===== src/rtl/imem_loader.sv =====
// Boot loader: assembles a little-endian byte stream into 32-bit words, writes them
// to instruction memory, and releases the core from reset once the checksum matches.
module imem_loader #(
  parameter int unsigned DEPTH_WORDS = 256,
  parameter logic [31:0] BASE_ADDR   = 32'h0000_0000
) (
  input  logic        clk,
  input  logic        rst,
  input  logic        start,
  input  logic        in_valid,
  input  logic [7:0]  in_data,
  output logic        in_ready,
  output logic        mem_we,
  output logic [31:0] mem_addr,
  output logic [31:0] mem_wdata,
  output logic        core_rst,
  output logic        done,
  output logic        err
);

  localparam int unsigned CW = $clog2(DEPTH_WORDS + 1);

  typedef enum logic [2:0] {
    S_IDLE,
    S_LEN,
    S_LOAD,
    S_CHK,
    S_DONE,
    S_ERR
  } state_t;

  state_t        r_state;
  state_t        w_next;
  logic [1:0]    r_byte_cnt;
  logic [CW-1:0] r_word_cnt;
  logic [CW-1:0] r_n;
  logic [23:0]   r_shift;
  logic [7:0]    r_csum;

  logic          w_accept;
  logic          w_last_byte;
  logic          w_restart;
  logic [31:0]   w_word;
  logic [CW-1:0] w_word_inc;

  // in_ready is only ever high in LEN/LOAD/CHK, so an accepted byte implies one of those states.
  assign w_accept    = in_valid && in_ready;
  assign w_last_byte = w_accept && (r_byte_cnt == 2'd3);
  assign w_word      = {in_data, r_shift};
  assign w_word_inc  = r_word_cnt + CW'(1);
  assign w_restart   = start && ((r_state == S_IDLE) || (r_state == S_DONE) || (r_state == S_ERR));

  always_comb begin
    w_next = r_state;
    case (r_state)
      S_IDLE, S_DONE, S_ERR: begin
        if (start) w_next = S_LEN;
      end
      S_LEN: begin
        if (w_last_byte) begin
          if (w_word > DEPTH_WORDS)  w_next = S_ERR;
          else if (w_word == '0)     w_next = S_CHK;
          else                       w_next = S_LOAD;
        end
      end
      S_LOAD: begin
        if (w_last_byte && (w_word_inc == r_n)) w_next = S_CHK;
      end
      S_CHK: begin
        if (w_accept) w_next = (in_data == r_csum) ? S_DONE : S_ERR;
      end
      default: w_next = S_IDLE;
    endcase
  end

  always_ff @(posedge clk) begin
    if (rst) begin
      r_state    <= S_IDLE;
      r_byte_cnt <= '0;
      r_word_cnt <= '0;
      r_n        <= '0;
      r_shift    <= '0;
      r_csum     <= '0;
      in_ready   <= 1'b0;
      mem_we     <= 1'b0;
      mem_addr   <= BASE_ADDR;
      mem_wdata  <= '0;
      core_rst   <= 1'b1;
      done       <= 1'b0;
      err        <= 1'b0;
    end else begin
      r_state  <= w_next;
      mem_we   <= 1'b0;
      in_ready <= (w_next == S_LEN) || (w_next == S_LOAD) || (w_next == S_CHK);
      core_rst <= (w_next != S_DONE);
      done     <= (w_next == S_DONE);
      err      <= (w_next == S_ERR);

      if (w_restart) begin
        r_byte_cnt <= '0;
        r_word_cnt <= '0;
        r_shift    <= '0;
        r_csum     <= '0;
      end else if (w_accept) begin
        r_byte_cnt <= r_byte_cnt + 2'd1;
        r_shift    <= {in_data, r_shift[23:8]};
        if ((r_state == S_LEN) && (r_byte_cnt == 2'd3)) begin
          r_n <= w_word[CW-1:0];
        end
        if (r_state == S_LOAD) begin
          r_csum <= r_csum ^ in_data;
          if (r_byte_cnt == 2'd3) begin
            mem_we     <= 1'b1;
            mem_addr   <= BASE_ADDR + (32'(r_word_cnt) << 2);
            mem_wdata  <= w_word;
            r_word_cnt <= w_word_inc;
          end
        end
      end
    end
  end

endmodule


===== config.mk =====
export PLATFORM = sky130hd
export DESIGN_NAME = imem_loader
export DESIGN_NICKNAME = d
export VERILOG_FILES = /design/src/rtl/imem_loader.sv
export SDC_FILE = /design/constraint.sdc
export NUM_CORES = 1
export LEC_CHECK = 0
export BUFFER_PORTS_ARGS = -buffer_cell sky130_fd_sc_hd__clkbuf_2
export CORE_ASPECT_RATIO = 1.25
export CORE_MARGIN = 5
export CORE_UTILIZATION = 50
export CTS_CLUSTER_SIZE = 16
export DETAILED_ROUTE_END_ITERATION = 7
export MAX_ROUTING_LAYER = met4
export PLACE_DENSITY = 0.73
export SETUP_SLACK_MARGIN = 0.15
export SYNTH_ARGS = -nofsm -noshare
export SYNTH_HDL_FRONTEND = slang
export SYNTH_SLANG_ARGS = --single-unit

===== constraint.sdc =====
create_clock -name clk -period 2.2 [get_ports clk]
set_clock_uncertainty 0.05 [all_clocks]
set_input_delay 0.55 -clock clk [delete_from_list [all_inputs] [get_ports clk]]
set_output_delay 0.55 -clock clk [all_outputs]
set_load 0.01 [all_outputs]

=== Yosys cells after proc, flatten, opt, wreduce, memory -nomap -nowiden ===
Index checks and enable logic that the tools add are counted.

* Eq/ne operators: 14
* Reduce and logical (&&, ||, !) cells: 18
* Bitwise gates (word level): 4
* Muxes and demuxes: 9
* Magnitude comparators: 1
* $add $sub $neg: 2

{| class="wikitable"
|+ Operators by type and width
! operator !! number
|-
| 32-bit by 9-bit > comparator with 1-bit output (second input constant) || 1
|-
| 32-bit logical NOT || 1
|-
| 3-bit 2-to-1 mux || 5
|-
| 3-bit by 2-bit == test with 1-bit output (second input constant) || 4
|-
| 3-bit == test (second input constant) || 4
|-
| 3-bit one-hot mux with 4 select lines || 1
|-
| 9-bit by 1-bit adder with 9-bit output (second input constant) || 1
|-
| 9-bit == test || 1
|-
| 8-bit == test || 1
|-
| 8-bit bitwise XOR || 1
|-
| 3-bit by 1-bit == test with 1-bit output (second input constant) || 2
|-
| 3-bit AND reduction || 2
|-
| 1-bit logical AND || 5
|-
| 1-bit logical OR || 4
|-
| 4-bit AND reduction || 1
|-
| 4-bit OR reduction || 1
|-
| 3-bit logical NOT || 1
|-
| 1-bit 2-to-1 mux || 3
|-
| 3-bit inequality test (second input constant) || 1
|-
| 1-bit NOT || 3
|-
| 3-bit OR reduction || 1
|-
| 2-bit by 1-bit adder with 2-bit output (second input constant) || 1
|-
| 2-bit == test (second input constant) || 1
|-
| 2-bit AND reduction || 1
|-
| 2-bit OR reduction || 1
|}

* Input bits: 12
* Register bits after elaboration: 101

=== Longest topological paths before layout ===
Gate-level depths: netlist of the first run.

* Depth after elaboration: 8
* Mapped depth: 7
* Mapped depth without buffers: 6

=== Worst setup path after synthesis of the first run ===
OpenSTA, ideal clock, no wires.

* Path kind: input-to-reg
* Start: input port in_data[7]
* End: register r_state[0]
* Setup time: 0.131 ns
* Arrival time: 1.503 ns
* Setup slack: 0.516 ns
* Stages: 5
* Cells stage by stage: nor4_1 > nand3_1 > o41ai_2 > o31a_2 > o22ai_1

* Word-level cells in the longest chain between the ends: 5
* Elaborated cells on any way between the ends: 9
* Those cells by class: order compare: 1; eq/ne: 1; mux: 6; reduce/logical: 1

{| class="wikitable"
|+ Ends and longest elaborated chain
! item !! line !! RTL
|-
| start, declared || 11 || <nowiki>input logic [7:0] in_data,</nowiki>
|-
| branches (longest 4 deep; another with 32-bit by 9-bit > comparator with 1-bit output) || n/a ||
|-
| 3-bit one-hot mux with 4 select lines (*) || 55 || <nowiki>case (r_state)</nowiki>
|-
| end signal, assigned || 92 || <nowiki>r_state <= w_next;</nowiki>
|-
| end, declared || 32 || <nowiki>state_t r_state;</nowiki>
|}

Mark *: on every way between the ends.
A chain may end at the register's enable or synchronous reset.

=== Worst setup path in the final report of the first run ===
* Start: register r_word_cnt[1]
* End: register r_state[0]

* Word-level cells in the longest chain between the ends: 5

{| class="wikitable"
|+ Ends and longest elaborated chain
! item !! line !! RTL
|-
| start, declared || 35 || <nowiki>logic [CW-1:0] r_word_cnt;</nowiki>
|-
| start signal, assigned || 116 || <nowiki>r_word_cnt <= w_word_inc;</nowiki>
|-
| 9-bit by 1-bit adder with 9-bit output || 50 || <nowiki>assign w_word_inc = r_word_cnt + CW'(1);</nowiki>
|-
| 9-bit == test || 67 || <nowiki>if (w_last_byte && (w_word_inc == r_n)) w_next = S_CHK;</nowiki>
|-
| 1-bit logical AND || 67 ||
|-
| 3-bit 2-to-1 mux || 67 ||
|-
| 3-bit one-hot mux with 4 select lines || 55 ||
|}

No other way between the ends.

==> impl_metrics.py, run 1 <==
metrics = {
    "drt": {
        "wirelength_um": 10000,
        "wl_met2_um": 4940,
        "vias_per_cell": 5.28,
        "wl_met1_um": 4270,
        "wl_per_cell_um": 14.9,
        "drtAntennaViolNets": 0,
        "firstDrtPassIters": 4,
        "top_layer_used": "met4",
        "drcViolationCount": 0,
        "dr.first_iter.drc_count": 168,
        "wl_met3_um": 508,
        "num_vias": 3549,
    },
    "sta": {
        "slew_viol_final": 0,
        "hold_violations": 0,
        "fmax_mhz": 525,
        "post-route-period-util_pct": 86.6,
        "rsz0062_at_grt": "false",
        "worst_slack_ns": 0.294,
        "setup_tns_ns": 0,
        "finalSetupViolations": 0,
        "period_minus_slack_ns": 1.91,
    },
    "floorplan": {
        "io_pins": 81,
        "core_area_sq_um": 8330,
        "rows": 37,
        "die-area_sq_um": 10600,
        "die_height_um": 114,
        "dieWidth_um": 92.9,
        "initial_core_util_pct": 51.5,
    },
    "critical_path": {
        "path_class": "reg -> reg",
        "cp_max_fo": 10,
        "cp-end-kind": "flop",
        "crit_required_ns": 2.44,
        "startpoint_type": "flop",
        "crit_arrival_ns": 2.15,
    },
    "yosys": {
        "synth_top_family_by_area": "simple AND/OR/NAND/NOR gates",
        "synth_adder_area_share_pct": 0.583,
        "syn_inst": 521,
        "synthFlopType": "dfxtp_1",
        "ys_types": 46,
        "synth_area_sq_um": 4290,
        "synthXorXnorAreaFrac_pct": 7.69,
        "yosys.area_share.simple_pct": 23.0,
        "synthMuxAreaShare_pct": 1.86,
        "synth_compound_area_share_pct": 12.3,
        "synth-seq-area-share_pct": 47.1,
        "synth.avg_cell_area_sq_um": 8.24,
        "synthArstFlopShare_pct": 0,
        "synth_edf_count": 0,
        "ys_warn_count": 0,
        "ys_ff_latch": 101,
    },
    "cells_and_area": {
        "drive_gt1_share_pct": 16.9,
        "instances_no_fill": 672,
        "num_antenna_cells": 0,
        "area_growth_pct": 12.4,
        "nets": 584,
    },
    "clock_tree": {
        "insertion_delay_ns": 0.36,
        "cts_sinks": 101,
        "cts-buffers-inserted": 9,
        "h-tree-depth": 3,
        "clock_path_buffers": 2,
        "tritoncts": "built",
        "postCtsSetupBuffers": 0,
        "clockRootBuffer": "clkbuf_8",
        "cts.clk_slew.worst_paths_ns": 0.10,
    },
    "pwr": {
        "ir_worst_vdd_v": 0.000340,
        "powerDensity_nw_per_um2": 679,
        "pwr-share-seq_pct": 56.2,
        "power.internal_mw": 2.52,
        "comb_power_share_pct": 4.4,
        "clockPowerShare_pct": 39.4,
        "p_leak_nw": 1.87,
        "switchingPower_mw": 0.760,
        "swShare_pct": 23.2,
    },
    "grt": {
        "grt_usage_pct": 19.8,
        "grt_overflow": 0,
        "antenna_found_initial": 0,
        "grt_pass1_wl_um": 16500,
        "grt_max_degree": 46,
        "grt_pass1_vias": 3320,
    },
    "place": {
        "dp.cells": 656,
        "post-place-ws_ns": 0.170,
        "place_congestion": 0.893,
        "dp_hpwl_um": 7310,
        "portBuffers": 57,
    },
    "flow_run": {
        "maxCapViolations": 0,
    },
    "outcome": {
        "status": "finished clean",
    },
    "min_path": {
        "hold_path_class": "reg -> reg",
    },
}
## worst max-delay path, stage by stage (launching register included)
cell	delay [ns]
dfxtp_1	0.46
ha_2	0.35
nor2b_1	0.09
or3_1	0.35
a31oi_1	0.23
nand4_1	0.16
o22ai_1	0.16
## sequential cells by signal, indices dropped and copies added (netlist names), 2 cells and up
name,flops
r_state,3
r_word_cnt,9
r_n,9
mem_addr,9
r_shift,24
mem_wdata,32
r_csum,8
r_byte_cnt,2
## cells in the mapped netlist (2+ instances only)
cell type / instances / area share (%)
nor3_1: 2 / 0.23
nor4_4: 2 / 0.99
ha_1: 2 / 0.58
a31o_2: 2 / 0.41
mux2i_1: 8 / 1.9
a21oi_1: 68 / 7.9
xnor2_1: 20 / 4.1
nand4_1: 6 / 0.87
nor4_1: 7 / 1.0
and2_1: 6 / 0.87
dfxtp_1: 101 / 47
nor2b_1: 4 / 0.58
and3_1: 2 / 0.29
inv_1: 4 / 0.35
buf_2: 11 / 1.3
nor2_1: 33 / 2.9
nand3_1: 7 / 0.82
clkbuf_1: 20 / 1.7
nand2_1: 149 / 13
a221oi_2: 2 / 0.70
nand2b_1: 2 / 0.29
a31oi_1: 3 / 0.44
xor2_1: 15 / 3.1
buf_4: 23 / 4.0
## worst paths after layout
kind,from,end,slack [ns],cells past startpoint
hold / removal,mem_wdata[4],mem_wdata[4],0.41,2
setup / recovery,r_word_cnt[1],r_state[0],0.29,6
setup reg to reg,r_word_cnt[1],r_state[0],0.29,6
hold reg to reg,mem_wdata[4],mem_wdata[4],0.41,2
## through the flow
stage	hold slack, ns	instance area, sq um	power, mW	utilization [%]
after global routing	0.429	4830	3.40	57.9
after global placement	0.395	4600	2.03	55.2
after CTS	0.411	4820	3.29	57.9
after floorplan	0.390	4380	2.01	-
after detailed placement	0.399	4600	2.03	55.2
final	0.410	4830	3.28	57.9
## layout make-up
class	instances	area [sq um]
fillers	762	3510
multi-input cells	384	2040
flip-flops and latches	101	2020
repair buffers	70	408
clock buffers	9	124
well taps	97	121
clock inverters	7	97.6
inverters	4	15.0
## logic make-up after synthesis
group,Yosys count
flops,101
buf+inv,58
mux,8
fa+ha+maj,2
simple gates,226
xor+xnor,36
compound gates,89
other cells,1
## power groups by stage
stage               registers, mW  logic [mW]  clock network [mW]
finish                       1.84       0.145                1.29
global route                 1.85       0.158                1.40
global placement             1.89       0.140                   0
detailed placement           1.89       0.143                   0
floorplan                    1.88       0.122                   0
CTS                          1.84       0.144                1.30
## what timing repair did
item,4_1_cts,5_1_grt
endpoints found under the setup margin,0,1
hold buffers,0,0
gates resized for setup,0,1
## layer usage
layer	vias to the layer above	track usage, %
met5	-	-
met4	0	8.41
met3	21	2.90
met2	119	32.3
met1	1637	24.5
li1	1772	-
## cell usage in the layout (no fill, tap or decap), drive strengths merged, types with 2 or more instances in the layout
master    netlist  routed
nor4            9       9
xnor2          20      20
nor3b           2       2
nand2b          2       2
and3            2       2
bufinv          0       2
nand4           6       6
a31oi           3       3
buf            34      13
nor3            2       2
xor2           15      15
nand2         149     149
clkbuf         20      66
inv             4       5
a21oi          69      69
and2            7       7
a31o            2       2
ha              2       2
nor2b           4       4
mux2i           8       8
nor2           33      33
clkinv          0       2
conb            1      23
nand3           7       7
dfxtp         101     101
clkinvlp        0       2
a221oi          3       3
(Power assumes the default switching activity.)
==> run 2: changes to the inputs <==
--- a/config.mk
+++ b/config.mk
@@ -5,6 +5,7 @@
 export SDC_FILE = /design/constraint.sdc
 export NUM_CORES = 1
 export LEC_CHECK = 0
+export ABC_AREA = 1
 export BUFFER_PORTS_ARGS = -buffer_cell sky130_fd_sc_hd__clkbuf_2
 export CORE_ASPECT_RATIO = 1.25
 export CORE_MARGIN = 5
==> impl_metrics.py, run 2 <==
metrics = {
    "sta": {
        "hold_violations": 0,
        "finalSetupViolations": 0,
        "rsz0062_at_grt": "false",
        "period_minus_slack_ns": 1.82,
        "fmax_mhz": 548,
        "worst_slack_ns": 0.376,
        "post-route-period-util_pct": 82.9,
        "relSlewSlack_pct": 49.2,
        "slew_viol_final": 0,
        "setup_tns_ns": 0,
        "tightest_slew_ns": 0.759,
    },
    "cells_and_area": {
        "mostFrequentLayoutCell": "nand2_1",
        "largest_reg_flops": 32,
        "final_cell_mix": "nand2_1 (116), dfxtp_1 (100), nor2_1 (76)",
        "num_antenna_cells": 0,
        "nets": 647,
        "area_growth_pct": 11.4,
        "fin_area_sq_um": 4770,
        "drive_gt1_share_pct": 16.2,
        "largestRegisters": "mem_wdata x32, r_shift x24",
        "largest-register": "mem_wdata",
    },
    "critical_path": {
        "startpoint_type": "flop",
        "crit_arrival_ns": 2.07,
        "reg2reg_depth": 13,
        "timing.rr.start": "r_word_cnt[0]",
        "reg2reg_slack_ns": 0.38,
        "critPathLaunch": "r_word_cnt[0]",
        "path_class": "reg -> reg",
        "cp-end-kind": "flop",
        "crit_required_ns": 2.45,
        "cp_max_fo": 6,
        "crit_path_end": "r_state[0]",
        "r2r-end": "r_state[0]",
    },
    "yosys": {
        "synth_edf_count": 0,
        "synth-seq-area-share_pct": 47.2,
        "synthTopCellsByCount": "nand2_1 (116), dfxtp_1 (101), nor2_1 (76)",
        "synth_area_sq_um": 4280,
        "synthFlopType": "dfxtp_1",
        "yosys.area.top_type": "dfxtp_1",
        "yosysMostFrequentCell": "nand2_1",
        "yosysTopAreaCellShare_pct": 47.2,
        "synth.avg_cell_area_sq_um": 7.33,
        "ys_types": 28,
        "ys_top_cells_by_area": "dfxtp_1 (47%), nand2_1 (10%), a21oi_1 (8.1%)",
        "ys_ff_latch": 101,
        "ys_warn_count": 0,
        "synthArstFlopShare_pct": 0,
        "syn_inst": 584,
    },
    "floorplan": {
        "core_area_sq_um": 8290,
        "dieWidth_um": 92.8,
        "die-area_sq_um": 10500,
        "rows": 37,
        "die_height_um": 113,
        "io_pins": 81,
        "initial_core_util_pct": 51.7,
    },
    "grt": {
        "grt_usage_pct": 19.7,
        "grt_pass1_vias": 3575,
        "grt_overflow": 0,
        "grt_max_degree": 51,
        "antenna_found_initial": 0,
        "grt_pass1_wl_um": 16400,
    },
    "drt": {
        "wirelength_um": 9730,
        "wl_per_cell_um": 13.3,
        "dr.first_iter.drc_count": 264,
        "firstDrtPassIters": 5,
        "vias_per_cell": 5.13,
        "num_vias": 3768,
        "drcViolationCount": 0,
        "drtAntennaViolNets": 0,
    },
    "clock_tree": {
        "cts-buffers-inserted": 9,
        "cts_sinks": 101,
        "clockRootBuffer": "clkbuf_8",
        "tritoncts": "built",
        "insertion_delay_ns": 0.36,
        "h-tree-depth": 3,
        "cts.clk_slew.worst_paths_ns": 0.09,
        "postCtsSetupBuffers": 0,
        "clock_path_buffers": 2,
    },
    "place": {
        "placed_area_sq_um": 4560,
        "dp_hpwl_um": 7080,
        "portBuffers": 57,
        "post-place-ws_ns": 0.219,
        "place_congestion": 0.932,
    },
    "min_path": {
        "hold_path_class": "in -> reg",
    },
    "flow_run": {
        "maxCapViolations": 0,
    },
    "outcome": {
        "status": "finished clean",
    },
    "pwr": {
        "p_leak_nw": 2.16,
        "ir_worst_vdd_v": 0.000479,
        "powerDensity_nw_per_um2": 673,
    },
}
run 2: changes by cell type in the layout (fill, tap and decap cells not counted), sizes merged, moves of 8 or more:
cell | before | now
nand3 | 7 | 21
inv | 5 | 50
mux2i | 8 | 0
nor2 | 33 | 86
o21ai | 1 | 67
nand2 | 149 | 121
nor4 | 9 | 0
xnor2 | 20 | 6
xor2 | 15 | 3
run 2: final cells by class:
type	instances	area, sq um
multi-input cells	407	1880
fillers	773	3510
flip-flops and latches	101	2020
clock buffers	11	151
well taps	97	121
clock inverters	4	55.1
repair buffers	65	358
inverters	49	184
run 2: power breakdown:
group | internal, mW | switching [mW] | leakage, nW
Combinational | 0.0454 | 0.123 | 1.24
Clock | 0.588 | 0.611 | 0.102
Sequential | 1.84 | 0.0100 | 0.815
Total | 2.47 | 0.744 | 2.16
run 2: per-layer routing:
metal  routed length [um]  vias to the layer above  GRT usage, %
li1                     -                     1919             -
met1                 4160                     1718          23.6
met2                 4820                      108          33.0
met3                  467                       23          3.36
met4                  282                        0          7.92
met5                    0                        -             -
run 2: worst min path at each step:
stage | from | endpoint | slack [ns] | depth (start not counted)
3_5_place_dp | r_shift[0] | r_shift[0] | 0.41 | 2
6_report | rst | r_state[0] | 0.38 | 2
2_1_floorplan | r_shift[0] | r_shift[0] | 0.39 | 2
4_1_cts | rst | r_state[0] | 0.37 | 2
5_1_grt | rst | r_state[0] | 0.37 | 2
3_3_place_gp | r_shift[3] | r_shift[3] | 0.40 | 2
run 2: logic make-up after synthesis:
kind of cell | Yosys count | synth area share, %
buffers and inverters | 98 | 10.8
flip-flops | 101 | 47.2
other | 1 | 0.0876
adder cells (fa/ha/maj) | 2 | 0.584
XOR/XNOR | 9 | 1.84
AND/OR/NAND/NOR | 236 | 23.4
AO/OA/AOI/OAI | 137 | 16.1
run 2: critical path, cell delays in order (launching register included):
cell and delay, ns:
dfxtp_1 0.41, ha_1 0.24, nand2_1 0.11, inv_2 0.13
nand3_1 0.09, nand2_1 0.09, nand2_1 0.07, nand2_1 0.05
nand3_1 0.07, nor2_1 0.15, nand2_1 0.11, nand2_2 0.10
inv_2 0.05, nor2_2 0.06
run 2: metrics by stage:
step / power [mW] / hold WS, ns / instances / util (%)
after detailed placement: 2.06 / 0.405 / 719 / 55.1
after global routing: 3.36 / 0.368 / 734 / 57.6
after global placement: 2.05 / 0.398 / 719 / 55.1
after CTS: 3.24 / 0.371 / 734 / 57.6
final: 3.21 / 0.381 / 734 / 57.6
after floorplan: 2.03 / 0.390 / 606 / -
run 2: repair_timing:
action                     in CTS  in global routing
hold buffers                    0                  0
gates resized for setup         0                  1
setup endpoints to repair       0                  2
==> run 3: changes to the inputs <==
==> constraint.sdc (replaced) <==
create_clock -name clk -period 1.75 [get_ports clk]
set_clock_uncertainty 0.05 [all_clocks]
set_input_delay 0.4375 -clock clk [delete_from_list [all_inputs] [get_ports clk]]
set_output_delay 0.4375 -clock clk [all_outputs]
set_load 0.01 [all_outputs]
==> impl_metrics.py, run 3 (synthesis results as in run 2) <==
metrics = {
    "floorplan": {
        "dieWidth_um": 92.8,
        "io_pins": 81,
        "initial_core_util_pct": 51.7,
        "die-area_sq_um": 10500,
        "die_height_um": 113,
        "rows": 37,
        "core_area_sq_um": 8290,
    },
    "cells_and_area": {
        "drive_gt1_share_pct": 23.5,
        "fin_area_sq_um": 5030,
        "largestRegisters": "mem_wdata x32, r_shift x24",
        "nets": 661,
        "area_growth_pct": 17.4,
        "num_antenna_cells": 0,
        "mostFrequentLayoutCell": "nand2_1",
        "largest_reg_flops": 32,
        "largest-register": "mem_wdata",
        "final_cell_mix": "nand2_1 (103), dfxtp_1 (91), nor2_1 (73)",
    },
    "critical_path": {
        "crit_required_ns": 2.02,
        "cp_cell_sequence": "ha_4, nand2_4, inv_6, nand2_1, nand3b_1, nand2_1, nor2_1, nand2_2, nor2_4, nand2_2, nand2_2, inv_2, nor2_2",
        "cp-end-kind": "flop",
        "max_stage_delay_ns": 0.38,
        "timing.rr.start": "r_word_cnt[0]",
        "crit_arrival_ns": 1.86,
        "path_class": "reg -> reg",
        "crit_family": "simple AND/OR/NAND/NOR gates",
        "path_common_cell": "nand2_2",
        "startpoint_type": "flop",
        "critPathSlowestCell": "dfxtp_4",
        "crit_buf_inv": 2,
        "critPathLaunch": "r_word_cnt[0]",
        "cp_max_fo": 6,
    },
    "drt": {
        "wl_met2_um": 5380,
        "top_layer_used": "met4",
        "vias_per_cell": 5.17,
        "wirelength_um": 10400,
        "wl_met1_um": 4340,
        "firstDrtPassIters": 5,
        "wl_met3_um": 440,
        "drcViolationCount": 0,
        "dr.first_iter.drc_count": 192,
        "drtAntennaViolNets": 0,
        "num_vias": 3869,
        "wl_per_cell_um": 13.9,
    },
    "sta": {
        "holdWs_ns": 0.253,
        "finalSetupViolations": 0,
        "slew_viol_final": 0,
        "period_minus_slack_ns": 1.59,
        "post-route-period-util_pct": 91.1,
        "hold_violations": 0,
        "fmax_mhz": 627,
        "rsz0062_at_grt": "true",
        "setup_tns_ns": 0,
    },
    "clock_tree": {
        "cts_sinks": 101,
        "postCtsHoldBufs": 0,
        "h-tree-depth": 3,
        "insertion_delay_ns": 0.37,
        "tritoncts": "built",
        "clockRootBuffer": "clkbuf_8",
        "cts.clk_slew.worst_paths_ns": 0.10,
        "clock_path_buffers": 2,
        "cts-buffers-inserted": 9,
    },
    "place": {
        "portBuffers": 57,
        "dp_hpwl_um": 7340,
        "place_congestion": 0.893,
        "placed_area_sq_um": 4670,
    },
    "grt": {
        "grt_usage_pct": 19.9,
        "grt_overflow": 0,
        "grt_pass1_vias": 3642,
        "grt_max_degree": 39,
        "antenna_found_initial": 0,
        "grt_pass1_wl_um": 16500,
    },
    "min_path": {
        "hp-start": "rst",
        "hold_path_class": "in -> reg",
    },
    "pwr": {
        "powerDensity_nw_per_um2": 791,
        "p_leak_nw": 2.24,
        "p_total_mw": 3.98,
        "ir_worst_vdd_v": 0.000467,
    },
    "flow_run": {
        "maxCapViolations": 0,
    },
    "outcome": {
        "status": "finished clean",
    },
}
run 3: final cells by class:
class                      count  area, sq um
timing repair buffer          78          479
multi-input combinational    407         1990
fill                         744         3260
inverter                      49          193
timing repair inverter         1         7.51
clock buffer                   9          124
clock inverter                 7         70.1
tap                           97          121
sequential                   101         2040
run 3: through the flow:
step / setup slack [ns] / cells / util [%]
3_3_place_gp: 0.0436 / 731 / 56.3
5_1_grt: 0.0306 / 749 / 60.7
2_1_floorplan: 0.236 / 606 / -
3_5_place_dp: 0.00692 / 731 / 56.3
4_1_cts: 0.159 / 747 / 59.2
6_report: 0.155 / 749 / 60.7
run 3: path summary, 6_finish.rpt:
check                           slack, ns  cells after the start    endpoint
worst min register to register       0.42                      2  r_shift[6]
worst max-delay path                 0.16                     13         err
worst max register to register       0.16                     13         err
worst min-delay path                 0.25                      2  r_state[0]
run 3: layer usage:
layer	global-route usage, %	vias up
met5	-	-
met4	8.80	0
met3	3.56	28
met2	35.1	111
met1	21.8	1776
li1	-	1954
run 3: power by group:
part	leakage [nW]	switching, mW	internal (mW)
registers	0.820	0.0140	2.31
logic	1.32	0.169	0.0719
clock network	0.0951	0.865	0.554
run 3: worst reg2reg max path: stages (launching register included):
cell,delay [ns]
dfxtp_4,0.38
ha_4,0.16
nand2_4,0.07
inv_6,0.09
nand2_1,0.07
nand3b_1,0.09
nand2_1,0.07
nor2_1,0.13
nand2_2,0.08
nor2_4,0.09
nand2_2,0.07
nand2_2,0.09
inv_2,0.05
nor2_2,0.07
run 3: repair_timing:
action                     4_1_cts  5_1_grt
pin swaps                        1        9
cloned                           0        1
setup endpoints to repair       16       20
gates resized for setup         13       40
setup buffers                    0        1
